**src/rtl/lcd_sequencer.sv**
```systemverilog
// lcd_sequencer: HD44780-style write sequencer. Runs the power-on wait and
// init command list after reset, then redraws line 1 from a small character
// buffer whenever a refresh is requested. Each byte is presented with setup,
// enable pulse, hold and a post-byte gap before the next one.
`timescale 1ns/1ps
module lcd_sequencer #(
  parameter int PWR_WAIT  = 750000,
  parameter int SETUP_CYC = 4,
  parameter int EN_CYC    = 12,
  parameter int HOLD_CYC  = 4,
  parameter int CMD_WAIT  = 2500,
  parameter int CLR_WAIT  = 80000,
  parameter int LINE_LEN  = 16,
  localparam int AW       = $clog2(LINE_LEN)
) (
  input  logic          clk,
  input  logic          rst,
  input  logic          buf_we,
  input  logic [AW-1:0] buf_addr,
  input  logic [7:0]    buf_wdata,
  input  logic          refresh,
  output logic          init_done,
  output logic          busy,
  output logic [7:0]    ascii_data,
  output logic          write,
  output logic          lcd_en
);

  // Index must cover both the 5-entry init list and the LINE_LEN+1 frame.
  localparam int IDX_W = ($clog2(LINE_LEN + 1) > 3) ? $clog2(LINE_LEN + 1) : 3;

  localparam logic [31:0] PWR_LAST   = 32'(PWR_WAIT - 1);
  localparam logic [31:0] SETUP_LAST = 32'(SETUP_CYC - 1);
  localparam logic [31:0] EN_LAST    = 32'(EN_CYC - 1);
  localparam logic [31:0] HOLD_LAST  = 32'(HOLD_CYC - 1);
  localparam logic [31:0] CMD_LAST   = 32'(CMD_WAIT - 1);
  localparam logic [31:0] CLR_LAST   = 32'(CLR_WAIT - 1);

  localparam logic [IDX_W-1:0] INIT_LAST_IDX  = IDX_W'(4);
  localparam logic [IDX_W-1:0] FRAME_LAST_IDX = IDX_W'(LINE_LEN);

  typedef enum logic [2:0] {
    S_PWR, S_SETUP, S_PULSE, S_HOLD, S_GAP, S_IDLE
  } state_t;

  state_t           state_q, state_d;
  logic [31:0]      cnt_q, cnt_d;
  logic [IDX_W-1:0] idx_q, idx_d;
  logic             frame_q, frame_d;     // 0 = init list, 1 = refresh frame
  logic             pending_q, pending_d;
  logic             init_done_q, init_done_d;
  logic [7:0]       data_q, data_d;
  logic             write_q, write_d;
  logic [7:0]       buf_q [LINE_LEN];

  logic             load;
  logic [IDX_W-1:0] ld_idx;
  logic             ld_frame;
  logic [AW-1:0]    rd_addr;
  logic [IDX_W-1:0] last_idx;

  function automatic logic [7:0] init_byte(input logic [IDX_W-1:0] i);
    case (i)
      IDX_W'(0), IDX_W'(1): return 8'h38;  // function set, sent twice
      IDX_W'(2):            return 8'h0C;  // display on, cursor off
      IDX_W'(3):            return 8'h06;  // entry mode increment
      default:              return 8'h01;  // clear display
    endcase
  endfunction

  // Line buffer: register interface writes; a same-cycle read sees the old value.
  always_ff @(posedge clk or negedge rst) begin
    if (!rst) begin
      for (int i = 0; i < LINE_LEN; i++) buf_q[i] <= 8'h20;
    end else if (buf_we) begin
      buf_q[buf_addr] <= buf_wdata;
    end
  end

  // Sequencer state and byte registers.
  always_ff @(posedge clk or negedge rst) begin
    if (!rst) begin
      state_q     <= S_PWR;
      cnt_q       <= '0;
      idx_q       <= '0;
      frame_q     <= 1'b0;
      pending_q   <= 1'b0;
      init_done_q <= 1'b0;
      data_q      <= 8'h00;
      write_q     <= 1'b0;
    end else begin
      state_q     <= state_d;
      cnt_q       <= cnt_d;
      idx_q       <= idx_d;
      frame_q     <= frame_d;
      pending_q   <= pending_d;
      init_done_q <= init_done_d;
      data_q      <= data_d;
      write_q     <= write_d;
    end
  end

  // Next-state: phase counters load N-1 on entry and leave at zero; the byte
  // and its write flag are latched only when SETUP is entered.
  always_comb begin
    state_d     = state_q;
    cnt_d       = cnt_q;
    idx_d       = idx_q;
    frame_d     = frame_q;
    pending_d   = pending_q;
    init_done_d = init_done_q;
    data_d      = data_q;
    write_d     = write_q;
    load        = 1'b0;
    ld_idx      = idx_q;
    ld_frame    = frame_q;
    rd_addr     = '0;
    last_idx    = frame_q ? FRAME_LAST_IDX : INIT_LAST_IDX;

    // Requests outside IDLE collapse into a single pending frame.
    if (refresh && (state_q != S_IDLE)) pending_d = 1'b1;

    case (state_q)
      S_PWR: begin
        if (cnt_q == PWR_LAST) begin
          load     = 1'b1;
          ld_idx   = '0;
          ld_frame = 1'b0;
        end else begin
          cnt_d = cnt_q + 32'd1;
        end
      end
      S_SETUP: begin
        if (cnt_q == '0) begin
          state_d = S_PULSE;
          cnt_d   = EN_LAST;
        end else begin
          cnt_d = cnt_q - 32'd1;
        end
      end
      S_PULSE: begin
        if (cnt_q == '0) begin
          state_d = S_HOLD;
          cnt_d   = HOLD_LAST;
        end else begin
          cnt_d = cnt_q - 32'd1;
        end
      end
      S_HOLD: begin
        if (cnt_q == '0) begin
          state_d = S_GAP;
          cnt_d   = (!write_q && (data_q == 8'h01)) ? CLR_LAST : CMD_LAST;
        end else begin
          cnt_d = cnt_q - 32'd1;
        end
      end
      S_GAP: begin
        if (cnt_q == '0) begin
          if (idx_q == last_idx) begin
            state_d     = S_IDLE;
            idx_d       = '0;
            init_done_d = 1'b1;
          end else begin
            load   = 1'b1;
            ld_idx = idx_q + IDX_W'(1);
          end
        end else begin
          cnt_d = cnt_q - 32'd1;
        end
      end
      S_IDLE: begin
        if (refresh || pending_q) begin
          load      = 1'b1;
          ld_idx    = '0;
          ld_frame  = 1'b1;
          pending_d = 1'b0;
        end
      end
      default: state_d = S_PWR;
    endcase

    if (load) begin
      state_d = S_SETUP;
      cnt_d   = SETUP_LAST;
      idx_d   = ld_idx;
      frame_d = ld_frame;
      if (!ld_frame) begin
        data_d  = init_byte(ld_idx);
        write_d = 1'b0;
      end else if (ld_idx == '0) begin
        data_d  = 8'h80;               // set DDRAM address to line 1 start
        write_d = 1'b0;
      end else begin
        rd_addr = AW'(ld_idx - IDX_W'(1));
        data_d  = buf_q[rd_addr];
        write_d = 1'b1;
      end
    end
  end

  assign init_done  = init_done_q;
  assign busy       = (state_q != S_IDLE);
  assign ascii_data = data_q;
  assign write      = write_q;
  assign lcd_en     = (state_q == S_PULSE);

endmodule

```
**config.mk**
```make
export PLATFORM = sky130hd
export DESIGN_NAME = lcd_sequencer
export DESIGN_NICKNAME = d
export VERILOG_FILES = /design/src/rtl/lcd_sequencer.sv
export SDC_FILE = /design/constraint.sdc
export NUM_CORES = 1
export LEC_CHECK = 0
export BUFFER_PORTS_ARGS = -buffer_cell sky130_fd_sc_hd__buf_2
export CAP_MARGIN = 20
export CORE_UTILIZATION = 62
export DETAILED_ROUTE_END_ITERATION = 7
export MAX_ROUTING_LAYER = met4
export PLACE_DENSITY = 0.79
export SYNTH_ARGS = -nofsm -noshare
export SYNTH_HDL_FRONTEND = slang
export SYNTH_SLANG_ARGS = --single-unit
```
**constraint.sdc**
```tcl
create_clock -name clk -period 5.7 [get_ports clk]
set_clock_uncertainty 0.05 [all_clocks]
set_input_delay 0.855 -clock clk [delete_from_list [all_inputs] [get_ports clk]]
set_output_delay 0.855 -clock clk [all_outputs]
set_load 0.05 [all_outputs]
```
==> flow_summary.rst, run 1 <==
.. list-table::
   :header-rows: 1

   * - Metric
     - Value
   * - Status
     - finished, final reports clean
   * - Total standard cell area after synthesis
     - 0.0103 mm²
   * - Headroom to the max-slew limit
     - 33.7%
   * - Cell area after layout
     - approximately 0.011 mm²
   * - Number of antenna violations at the first check in global routing
     - 0
   * - Residual DRC
     - 0
   * - Cell mode on critical path
     - ha_1
   * - Final antenna-violating net count
     - 0
   * - Number of gates resized after CTS
     - 0
   * - Critical-path maximum fanout
     - 21
   * - Post-layout net count
     - 995
   * - R2R Path End
     - ascii_data[2]
   * - Count of maximum capacitance violations
     - 0
   * - Total global routing overflow
     - 0
   * - Synthesized netlist cell count
     - roughly 1000
   * - Top Ports
     - 28
   * - Die span in x
     - about 130 µm
   * - Type of element launching the critical path
     - register
   * - Inserted Clock Buffers
     - 17
   * - Pin slew with the least headroom to its limit
     - 0.991 ns
   * - Endpoints failing hold
     - 0
   * - Register area
     - 0.00452 mm²
   * - Clock-pin slew of the registers on the worst-case setup and hold paths
     - 0.07 ns
   * - Routability-driven placement congestion ratio
     - 0.985
   * - Post-synthesis sequential area ratio
     - between 40% and 50%
   * - Avg Vias per Cell
     - roughly 6.7
   * - Fraction of synthesis flops using an asynchronous set or reset pin
     - 100%
   * - Worst reg2reg startpoint
     - cnt_q[0]
   * - Die span in y
     - 131 µm
   * - Fin. max-slew vios
     - 0
   * - Final setup violating endpoints
     - 0
   * - Largest net degree at the start of global routing
     - 77
   * - Clock share of power
     - 23.5%
   * - Setup total negative slack
     - 0 ns
   * - Cells after DPL
     - between 1k and 1.5k
   * - Time the worst path needs with I/O delays and setup
     - between 5 and 6 ns
   * - Number of design-rule violations left by the first detailed-router iteration
     - between 700 and 800
   * - Startpoint-to-endpoint class of the critical path
     - register to register
   * - Crit-path cells
     - inv_1 -> ha_1 -> or4b_4 -> nand4bb_1 -> or4_4 -> a21o_4 -> a21o_1 -> inv_2 -> ha_1 -> xnor2_4 -> buf_4 -> mux2i_1 -> mux4_2 -> o211ai_1 -> o22a_1
   * - Routed length per placed instance
     - between 20 and 25 µm
   * - Placed cell areas
     - between 0.01 and 0.015 mm²
   * - Distinct cell type count of the synthesized netlist
     - between 70 and 80
   * - Fraction of layout cells with a size suffix above 1
     - between 20% and 30%
   * - Cell count of the worst reg-to-reg path
     - 15
   * - Number of sinks handled by clock tree synthesis
     - 180
   * - Via count of the first global-routing pass
     - between 7k and 8k
   * - Net Count, Synth
     - 1004
   * - Clock latency on the worst-skew pair
     - roughly 0.44 ns
   * - Port Buffer Count
     - 27
   * - Deepest level of the CTS H-tree
     - 4
   * - Final worst-path cycle share
     - between 90 and 100%
   * - Cell taking the most area after synthesis
     - dfrtp_1
   * - CP Data Required Time
     - around 6.0 ns
   * - Initial core utilization
     - approximately 64%
   * - Detailed-routed wire length on met3
     - approximately 1500 µm
   * - Top cells by area, synth
     - dfrtp_1 40%, mux2_2 14%, mux4_2 5.5%
   * - Routed wire length on met2
     - 12800 µm
   * - First-pass GRT wire length
     - around 42000 µm
   * - Total number of vias
     - ~8k
   * - Number of register bits inferred by synthesis
     - between 150 and 200
   * - Power density of the placed cells
     - approximately 440 mW/mm²
   * - Internal cell power
     - between 2000 and 3000 µW
   * - Maximum clock frequency
     - between 150 and 200 MHz
   * - Leakage power summed over all cells
     - about 0.0047 µW
   * - Area added between synthesis and finish
     - 7.83%
   * - Hold-fix buffers at CTS
     - 0
   * - CTS tree
     - done
   * - Number of rows created at floorplan
     - 46
   * - Syn. warnings
     - 0
   * - Setup Fix Bufs, Post-CTS
     - 0
   * - Peak supply drop
     - slightly above 0.3 mV
   * - Top routing layer in use
     - met4
   * - Global routing usage summed across all routing layers
     - approximately 34%
   * - Half-perimeter wire length after placement
     - between 15000 and 20000 µm
   * - Die ar.
     - 0.0171 mm²
   * - Slowest cell delay on critical path
     - around 0.67 ns
   * - Flop2flop setup slack
     - approximately 0.4 ns
   * - Area of combinational cells with multiple inputs
     - 0.00537 mm²
   * - Top_reg_cell synth
     - dfrtp_1
   * - Count of filler cells inserted in the layout
     - around 1.2k
   * - Post-synth EDFFs
     - 0
   * - Crit. End Element
     - register
   * - Switching Power
     - ~2000 µW
   * - Synthesized area per cell
     - approximately 10 µm²
   * - Fraction of power spent switching nets
     - 40.4%
   * - Min-Delay Path Class
     - input port to async pin
   * - Most common cell after layout, fill and taps aside
     - dfrtp_1
   * - Crit path arrival time
     - 5.62 ns
   * - Unrepaired setup endpoints after global routing
     - false
   * - Worst-case clock buffer depth
     - 2
   * - Antenna diodes
     - 0
   * - First-pass iteration count of the detailed router
     - 7
   * - Highest-count cells in the layout ignoring fill and taps
     - 164 x dfrtp_1, 129 x mux2_2, 87 x nor2_1
   * - Seq pwr share
     - between 30% and 40%
   * - Non-filler cells, final
     - 1200
   * - Met1 WL
     - 10900 µm
   * - Slowest cell on the critical path
     - or4_4
   * - Total detailed-routing wirelength
     - ~26000 µm
   * - Share of the synthesized area in the top cell type
     - between 30% and 40%
   * - Placeable Area
     - between 0.015 and 0.02 mm²
   * - Gate power share
     - a little under two fifths
   * - Clock root buffer
     - clkbuf_16
   * - Smallest hold slack
     - ~0.37 ns
-- worst max-delay path by stage --
stage | to | slack (ns) | from | cells after the start
after floorplan | ascii_data[6] | 0.79 | cnt_q[0] | 19
after global placement | ascii_data[0] | 0.61 | cnt_q[0] | 15
after detailed placement | ascii_data[5] | 0.45 | cnt_q[0] | 15
after CTS | ascii_data[5] | 0.40 | cnt_q[0] | 15
after global routing | ascii_data[0] | 0.14 | cnt_q[0] | 16
final | ascii_data[2] | 0.40 | cnt_q[0] | 15
-- stage by stage --
stage	util, %	setup WS [ns]	total power, µW
floorplan	-	0.794	3190
global placement	65.5	0.610	3660
detailed placement	65.5	0.454	3710
CTS	69.0	0.405	4870
global route	69.0	0.139	5130
finish	69.0	0.400	4890
-- cells in the mapped netlist (4+ instances only) --
master	n
buf_1	4
a31oi_1	11
nand3_1	23
or3_1	12
mux2_2	129
o22ai_1	11
dfstp_2	16
xor2_1	8
nand3b_1	9
mux2i_1	32
mux4_2	25
clkbuf_1	60
nor3_1	20
a22o_1	4
dfrtp_1	164
a22oi_1	7
nand2b_1	9
nand4_1	11
xnor2_1	9
a21oi_1	45
o32ai_1	4
nor4_1	11
o21a_1	5
nor2_1	87
o211ai_1	9
ha_1	8
o31ai_1	6
o21ai_0	59
and2_1	4
buf_2	4
a211oi_1	5
and3_1	7
nor3b_1	5
nand2_1	73
inv_1	18
-- worst max-delay path: cells and delay by family, from the launching register on --
| family | cells | cell delay (ns) |
|---|---|---|
| AOI/OAI and AO/OA | 4 | 0.91 |
| xor gates and xnor gates | 1 | 0.41 |
| adders and majority gates | 2 | 0.58 |
| buffers and inverters | 3 | 0.66 |
| DFF | 1 | 0.47 |
| muxes | 2 | 0.56 |
| and+or+nand+nor | 3 | 1.59 |
-- power groups by stage --
| stage | registers [µW] | clock network, µW | logic [µW] |
|---|---|---|---|
| 6_report | 1940 | 1150 | 1800 |
| 4_1_cts | 1930 | 1160 | 1780 |
| 3_3_place_gp | 1940 | 0 | 1720 |
| 2_1_floorplan | 1870 | 0 | 1320 |
| 5_1_grt | 1980 | 1200 | 1950 |
| 3_5_place_dp | 1950 | 0 | 1760 |
-- sequential cells by signal (all words and copies together), names as in the netlist --
signal and cells:
buf_q 128, cnt_q 32, ascii_data 8, idx_q 5, state_q 3, frame_q 1
init_done 1, pending_q 1, write 1
-- layout make-up --
| class | instances | share of cell area [%] |
|---|---|---|
| sequential | 180 | 40.8 |
| clock buffer | 18 | 3.87 |
| timing repair buffer | 45 | 2.50 |
| clock inverter | 14 | 1.28 |
| tap | 216 | 2.44 |
| inverter | 19 | 0.644 |
| multi-input combinational | 708 | 48.4 |
-- per-layer routing --
metal  global-route usage, %  up-vias
met3                    6.43       73
li1                        -     3617
met4                    15.6        0
met1                    42.2     4032
met2                    54.8      304
met5                       -        -
-- cells by family (layout without fill, tap and decap cells) --
logic type | count (synthesis) | count (layout) | synth area share, %
compound gates | 200 | 200 | 12.3
xor+xnor | 18 | 18 | 1.72
fa+ha+maj | 8 | 8 | 0.974
buf+inv | 92 | 96 | 3.77
flops | 180 | 180 | 44.0
mux | 186 | 186 | 22.7
simple gates | 296 | 296 | 14.4
Power figures use the tool's default switching activity.
==> run 2, diff against run 1 <==
Settings changed: CORE_UTILIZATION 62 to 57, PLACE_DENSITY 0.79 to 0.77, RECOVER_POWER set to 25.
Clock period 5.7 ns to 4.7 ns, I/O delays scaled along.
==> flow_summary.rst, run 2 (synthesis gave the netlist of run 1 again) <==
.. list-table::
   :header-rows: 1

   * - Metric
     - Value
   * - Clock root buffer
     - clkbuf_16
   * - Critical-path maximum fanout
     - 19
   * - Peak supply drop
     - between 0.3 and 0.4 mV
   * - First-pass iteration count of the detailed router
     - 7
   * - Maximum clock frequency
     - roughly 220 MHz
   * - Place WS
     - 0.213 ns
   * - Worst-case clock buffer depth
     - 2
   * - Pin slew with the least headroom to its limit
     - around 2.5 ns
   * - Number of antenna violations at the first check in global routing
     - 0
   * - Largest register FFs
     - 128
   * - Detailed-routed wire length on met3
     - around 1300 µm
   * - Via count of the first global-routing pass
     - between 7k and 8k
   * - Top routing layer in use
     - met4
   * - Number of gates resized after CTS
     - 0
   * - Clock-pin slew of the registers on the worst-case setup and hold paths
     - 0.07 ns
   * - Headroom to the max-slew limit
     - -69.8%
   * - Final setup violating endpoints
     - 0
   * - WHS Endpoint
     - init_done
   * - Number of design-rule violations left by the first detailed-router iteration
     - 722
   * - Post-layout net count
     - ~1.0k
   * - Clock latency on the worst-skew pair
     - 0.44 ns
   * - Die span in y
     - approximately 140 µm
   * - Min-Delay Path Class
     - register to register
   * - CTS tree
     - done
   * - Endpoints failing hold
     - 0
   * - Smallest hold slack
     - about 0.41 ns
   * - Total number of vias
     - 7938
   * - Crit. End Element
     - register
   * - CP Data Required Time
     - between 4 and 5 ns
   * - Worst reg2reg startpoint
     - cnt_q[0]
   * - Final worst-path cycle share
     - approximately 96%
   * - Die ar.
     - approximately 0.019 mm²
   * - Routed length per placed instance
     - approximately 21 µm
   * - Highest-count cells in the layout ignoring fill and taps
     - 164 x dfrtp_1, 129 x mux2_2, 87 x nor2_1
   * - Leakage power summed over all cells
     - roughly 0.0048 µW
   * - Fraction of layout cells with a size suffix above 1
     - between 20 and 30%
   * - Most common cell after layout, fill and taps aside
     - dfrtp_1
   * - Startpoint-to-endpoint class of the critical path
     - register to register
   * - Hold-fix buffers at CTS
     - 0
   * - Die span in x
     - 136 µm
   * - Port Buffer Count
     - 27
   * - Setup Fix Bufs, Post-CTS
     - 0
   * - Area added between synthesis and finish
     - 9.48%
   * - Number of sinks handled by clock tree synthesis
     - 180
   * - Type of element launching the critical path
     - register
   * - Top Ports
     - 28
   * - Flop2flop setup slack
     - roughly 0.18 ns
   * - Power density of the placed cells
     - ~540 mW/mm²
   * - First-pass GRT wire length
     - 42200 µm
   * - Residual DRC
     - 0
   * - Avg Vias per Cell
     - between 6 and 7
   * - Count of maximum capacitance violations
     - 1
   * - Unrepaired setup endpoints after global routing
     - false
   * - R2R Path End
     - ascii_data[6]
   * - Setup total negative slack
     - 0 ns
   * - Violations in the final reports
     - capacitance limit, slew limit
   * - Final Util
     - roughly 64%
   * - Routed wire length on met2
     - between 10000 and 15000 µm
   * - Count of filler cells inserted in the layout
     - ~1.4k
   * - Total detailed-routing wirelength
     - between 20000 and 30000 µm
   * - Placeable Area
     - 0.0175 mm²
   * - Total global routing overflow
     - 0
   * - Status
     - finished with violations
   * - Time the worst path needs with I/O delays and setup
     - 4.52 ns
   * - Cell count of the worst reg-to-reg path
     - 13
   * - Number of rows created at floorplan
     - between 40 and 50
   * - Crit path arrival time
     - between 4 and 5 ns
   * - Total power
     - a little over 6000 µW
   * - Final setup slack of the worst path
     - between 0.15 and 0.2 ns
   * - Half-perimeter wire length after placement
     - 17600 µm
   * - Initial core utilization
     - between 50% and 60%
   * - Hold depth
     - 1
   * - Deepest level of the CTS H-tree
     - 4
   * - Global routing usage summed across all routing layers
     - just over 30%
   * - Hold path start
     - init_done
   * - Fin. max-slew vios
     - 102
   * - Routability-driven placement congestion ratio
     - slightly above 1
   * - Met1 WL
     - 11200 µm
   * - Inserted Clock Buffers
     - 17
   * - Largest Register
     - buf_q
   * - Final antenna-violating net count
     - 0
   * - Largest net degree at the start of global routing
     - 103
[run 2: worst max path at each step]
| stage | endpoint | from | depth (start not counted) |
|---|---|---|---|
| 2_1_floorplan | ascii_data[0] | cnt_q[0] | 19 |
| 3_3_place_gp | ascii_data[6] | cnt_q[0] | 13 |
| 3_5_place_dp | ascii_data[7] | cnt_q[0] | 15 |
| 4_1_cts | ascii_data[6] | cnt_q[0] | 13 |
| 5_1_grt | ascii_data[7] | cnt_q[0] | 17 |
| 6_report | ascii_data[6] | cnt_q[0] | 13 |
[run 2: per-layer routing]
metal,up-vias,global-route usage [%]
met5,-,-
met4,0,12.5
met3,66,4.33
met2,299,49.4
met1,3930,39.3
li1,3643,-
[run 2: per-stage QoR]
stage / instances / instance area, µm²
final: 1226 / 11300
after global routing: 1225 / 11200
after CTS: 1225 / 11300
after detailed placement: 1193 / 10700
after global placement: 1193 / 10700
after floorplan: 980 / 10300
[run 2: final cells by class]
| type | instances | area, µm² | share of cell area (%) |
|---|---|---|---|
| Antenna cell | 1 | 2.50 | 0.0222 |
| Clock buffer | 19 | 443 | 3.94 |
| Clock inverter | 13 | 143 | 1.27 |
| Inverter | 19 | 71.3 | 0.634 |
| Multi-Input combinational cell | 708 | 5380 | 47.8 |
| Sequential cell | 180 | 4520 | 40.2 |
| Tap cell | 225 | 282 | 2.50 |
| Timing Repair Buffer | 61 | 412 | 3.66 |
[run 2: where the power goes]
| group | switching (µW) | internal, µW |
|---|---|---|
| clock network | 690 | 723 |
| registers | 330 | 1960 |
| logic | 1390 | 936 |
[run 2: worst max-delay path: stages, from the launching register on]
cell and delay (ns):
dfrtp_1 0.38, inv_1 0.08, ha_1 0.21, or4b_4 0.50, nand4bb_1 0.24, or4_4 0.58, a21o_4 0.32, a21o_1 0.24
ha_1 0.38, inv_2 0.42, mux4_2 0.39, mux4_2 0.47, nand3_1 0.09, nand2_1 0.05
==> run 3, diff against run 2 <==
Settings changed: CORE_MARGIN set to 1.5.
==> flow_summary.rst, run 3 (synthesis gave the netlist of run 1 again) <==
.. list-table::
   :header-rows: 1

   * - Metric
     - Value
   * - Startpoint-to-endpoint class of the critical path
     - register to register
   * - Antenna diodes
     - 0
   * - WHS Endpoint
     - init_done
   * - Area added between synthesis and finish
     - 10.6%
   * - Type of element launching the critical path
     - register
   * - Final antenna-violating net count
     - 0
   * - Maximum clock frequency
     - roughly 230 MHz
   * - Avg Vias per Cell
     - 6.49
   * - Leakage power summed over all cells
     - between 0.004 and 0.005 µW
   * - Die ar.
     - ~0.019 mm²
   * - Gate power share
     - between 30% and 40%
   * - Flop2flop setup slack
     - 0.32 ns
   * - Count of maximum capacitance violations
     - 1
   * - Half-perimeter wire length after placement
     - 17500 µm
   * - Global routing usage summed across all routing layers
     - between 30% and 40%
   * - Status
     - finished with violations
   * - Inserted Clock Buffers
     - 17
   * - Routed length per placed instance
     - 21.2 µm
   * - Fraction of power spent switching nets
     - between 30% and 40%
   * - Port Buffer Count
     - 27
   * - Cell area after layout
     - ~0.011 mm²
   * - Crit-path cells
     - inv_1 -> ha_1 -> or4b_4 -> nand4bb_1 -> buf_4 -> nor4_2 -> nand2_1 -> nor2_1 -> a21o_1 -> buf_8 -> ha_2 -> inv_4 -> buf_4 -> mux4_2 -> mux2i_1 -> a211o_1 -> o21ai_0
   * - Time the worst path needs with I/O delays and setup
     - around 4.4 ns
   * - Total number of vias
     - approximately 8.0k
   * - Internal cell power
     - between 3000 and 4000 µW
   * - Hold path start
     - init_done
   * - Unrepaired setup endpoints after global routing
     - false
   * - Worst-case clock buffer depth
     - 2
   * - Most common cell after layout, fill and taps aside
     - dfrtp_1
   * - Total global routing overflow
     - 0
   * - Number of rows created at floorplan
     - 48
   * - Residual DRC
     - 0
   * - Number of sinks handled by clock tree synthesis
     - 180
   * - Power density of the placed cells
     - 538 mW/mm²
   * - Setup Fix Bufs, Post-CTS
     - 0
   * - Headroom to the max-slew limit
     - -55.3%
   * - Worst reg2reg startpoint
     - cnt_q[0]
   * - Deepest level of the CTS H-tree
     - 4
   * - Cell mode on critical path
     - buf_4
   * - Min-Delay Path Class
     - register to register
   * - First-pass GRT wire length
     - around 43000 µm
   * - Slowest cell delay on critical path
     - roughly 0.48 ns
   * - Number of gates resized after CTS
     - 0
   * - Largest register FFs
     - roughly 130
   * - Clock root buffer
     - clkbuf_16
   * - Final worst-path cycle share
     - between 90 and 100%
   * - R2R Path End
     - ascii_data[5]
   * - CP Data Required Time
     - around 5 ns
   * - Setup total negative slack
     - 0 ns
   * - Hold-fix buffers at CTS
     - 0
   * - Violations in the final reports
     - capacitance limit, slew limit
   * - Total detailed-routing wirelength
     - 26200 µm
   * - Die span in y
     - roughly 140 µm
   * - Crit. End Element
     - register
   * - Post-layout net count
     - a little over 1k
   * - Clock share of power
     - 24.2%
   * - Largest net degree at the start of global routing
     - between 90 and 100
   * - Total power
     - 6120 µW
   * - Crit path arrival time
     - 4.64 ns
   * - Number of design-rule violations left by the first detailed-router iteration
     - between 800 and 900
   * - Placeable Area
     - 0.0175 mm²
   * - Highest-count cells in the layout ignoring fill and taps
     - 164 x dfrtp_1, 129 x mux2_2, 87 x nor2_1
   * - Clock latency on the worst-skew pair
     - between 0.4 and 0.5 ns
   * - Seq pwr share
     - 37.4%
   * - Critical-path maximum fanout
     - 25
   * - Non-filler cells, final
     - 1234
   * - Pin slew with the least headroom to its limit
     - between 2 and 2.5 ns
   * - Final setup violating endpoints
     - 0
   * - Cell count of the worst reg-to-reg path
     - 17
   * - Number of antenna violations at the first check in global routing
     - 0
   * - First-pass iteration count of the detailed router
     - 5
   * - Top Ports
     - 28
   * - Peak supply drop
     - 0.321 mV
   * - Initial core utilization
     - 58.8%
   * - Endpoints failing hold
     - 0
   * - Placed cell areas
     - about 0.011 mm²
   * - Largest Register
     - buf_q
   * - Die span in x
     - approximately 140 µm
   * - Slowest cell on the critical path
     - or4b_4
   * - Timing startpoint of the critical path
     - cnt_q[0]
   * - Buffering stage count on the worst path with inverters included
     - 5
   * - Switching Power
     - approximately 2400 µW
   * - Fraction of layout cells with a size suffix above 1
     - between 20% and 30%
   * - Clock-pin slew of the registers on the worst-case setup and hold paths
     - about 0.070 ns
   * - CTS tree
     - done
   * - Hold depth
     - 1
   * - Fin. max-slew vios
     - 93
   * - Via count of the first global-routing pass
     - ~8.0k
   * - Count of filler cells inserted in the layout
     - ~1.3k
   * - Cells after DPL
     - roughly 1.2k
   * - Routability-driven placement congestion ratio
     - ~0.96
   * - Kind of cell adding the most delay to the critical path
     - simple AND/OR/NAND/NOR gates
[run 3: layout make-up]
class,count,area (µm²),area share (%)
Multi-Input combinational cell,708,5380,47.3
Sequential cell,180,4520,39.8
Timing Repair Buffer,70,478,4.20
Clock buffer,17,425,3.74
Tap cell,225,282,2.48
Clock inverter,15,205,1.80
Inverter,19,73.8,0.649
[run 3: power groups by stage]
stage	clock network, µW	logic, µW	registers [µW]
5_1_grt	1560	2540	2330
3_5_place_dp	0	2300	2300
6_report	1480	2350	2290
3_3_place_gp	0	2250	2280
2_1_floorplan	0	1600	2270
4_1_cts	1500	2310	2280
[run 3: how the worst max path moves through the flow]
stage                     to  cells after the start
6_report       ascii_data[5]                     17
4_1_cts        ascii_data[0]                     16
3_3_place_gp   ascii_data[6]                     14
5_1_grt        ascii_data[5]                     17
2_1_floorplan  ascii_data[0]                     19
3_5_place_dp   ascii_data[5]                     15
[run 3: worst register-to-register path: stages (launching register included)]
cell	delay, ns
dfrtp_1	0.38
inv_1	0.07
ha_1	0.15
or4b_4	0.48
nand4bb_1	0.30
buf_4	0.22
nor4_2	0.29
nand2_1	0.14
nor2_1	0.14
a21o_1	0.17
buf_8	0.28
ha_2	0.41
inv_4	0.19
buf_4	0.25
mux4_2	0.34
mux2i_1	0.16
a211o_1	0.14
o21ai_0	0.09
[run 3: metrics by stage]
step | setup slack [ns] | hold slack [ns] | util, %
global placement | 0.144 | 0.408 | 61.3
CTS | 0.0621 | 0.316 | 64.9
detailed placement | 0.0859 | 0.412 | 61.3
global route | 0.0146 | 0.450 | 65.0
floorplan | 0.00499 | 0.359 | -
finish | 0.322 | 0.423 | 65.0
[run 3: layer usage]
metal	wire length (µm)	track usage, %	share of wire [%]
met5	0	-	0
met4	860	11.5	3.3
met3	1410	6.14	5.4
met2	13100	50.0	50
met1	10800	38.0	41
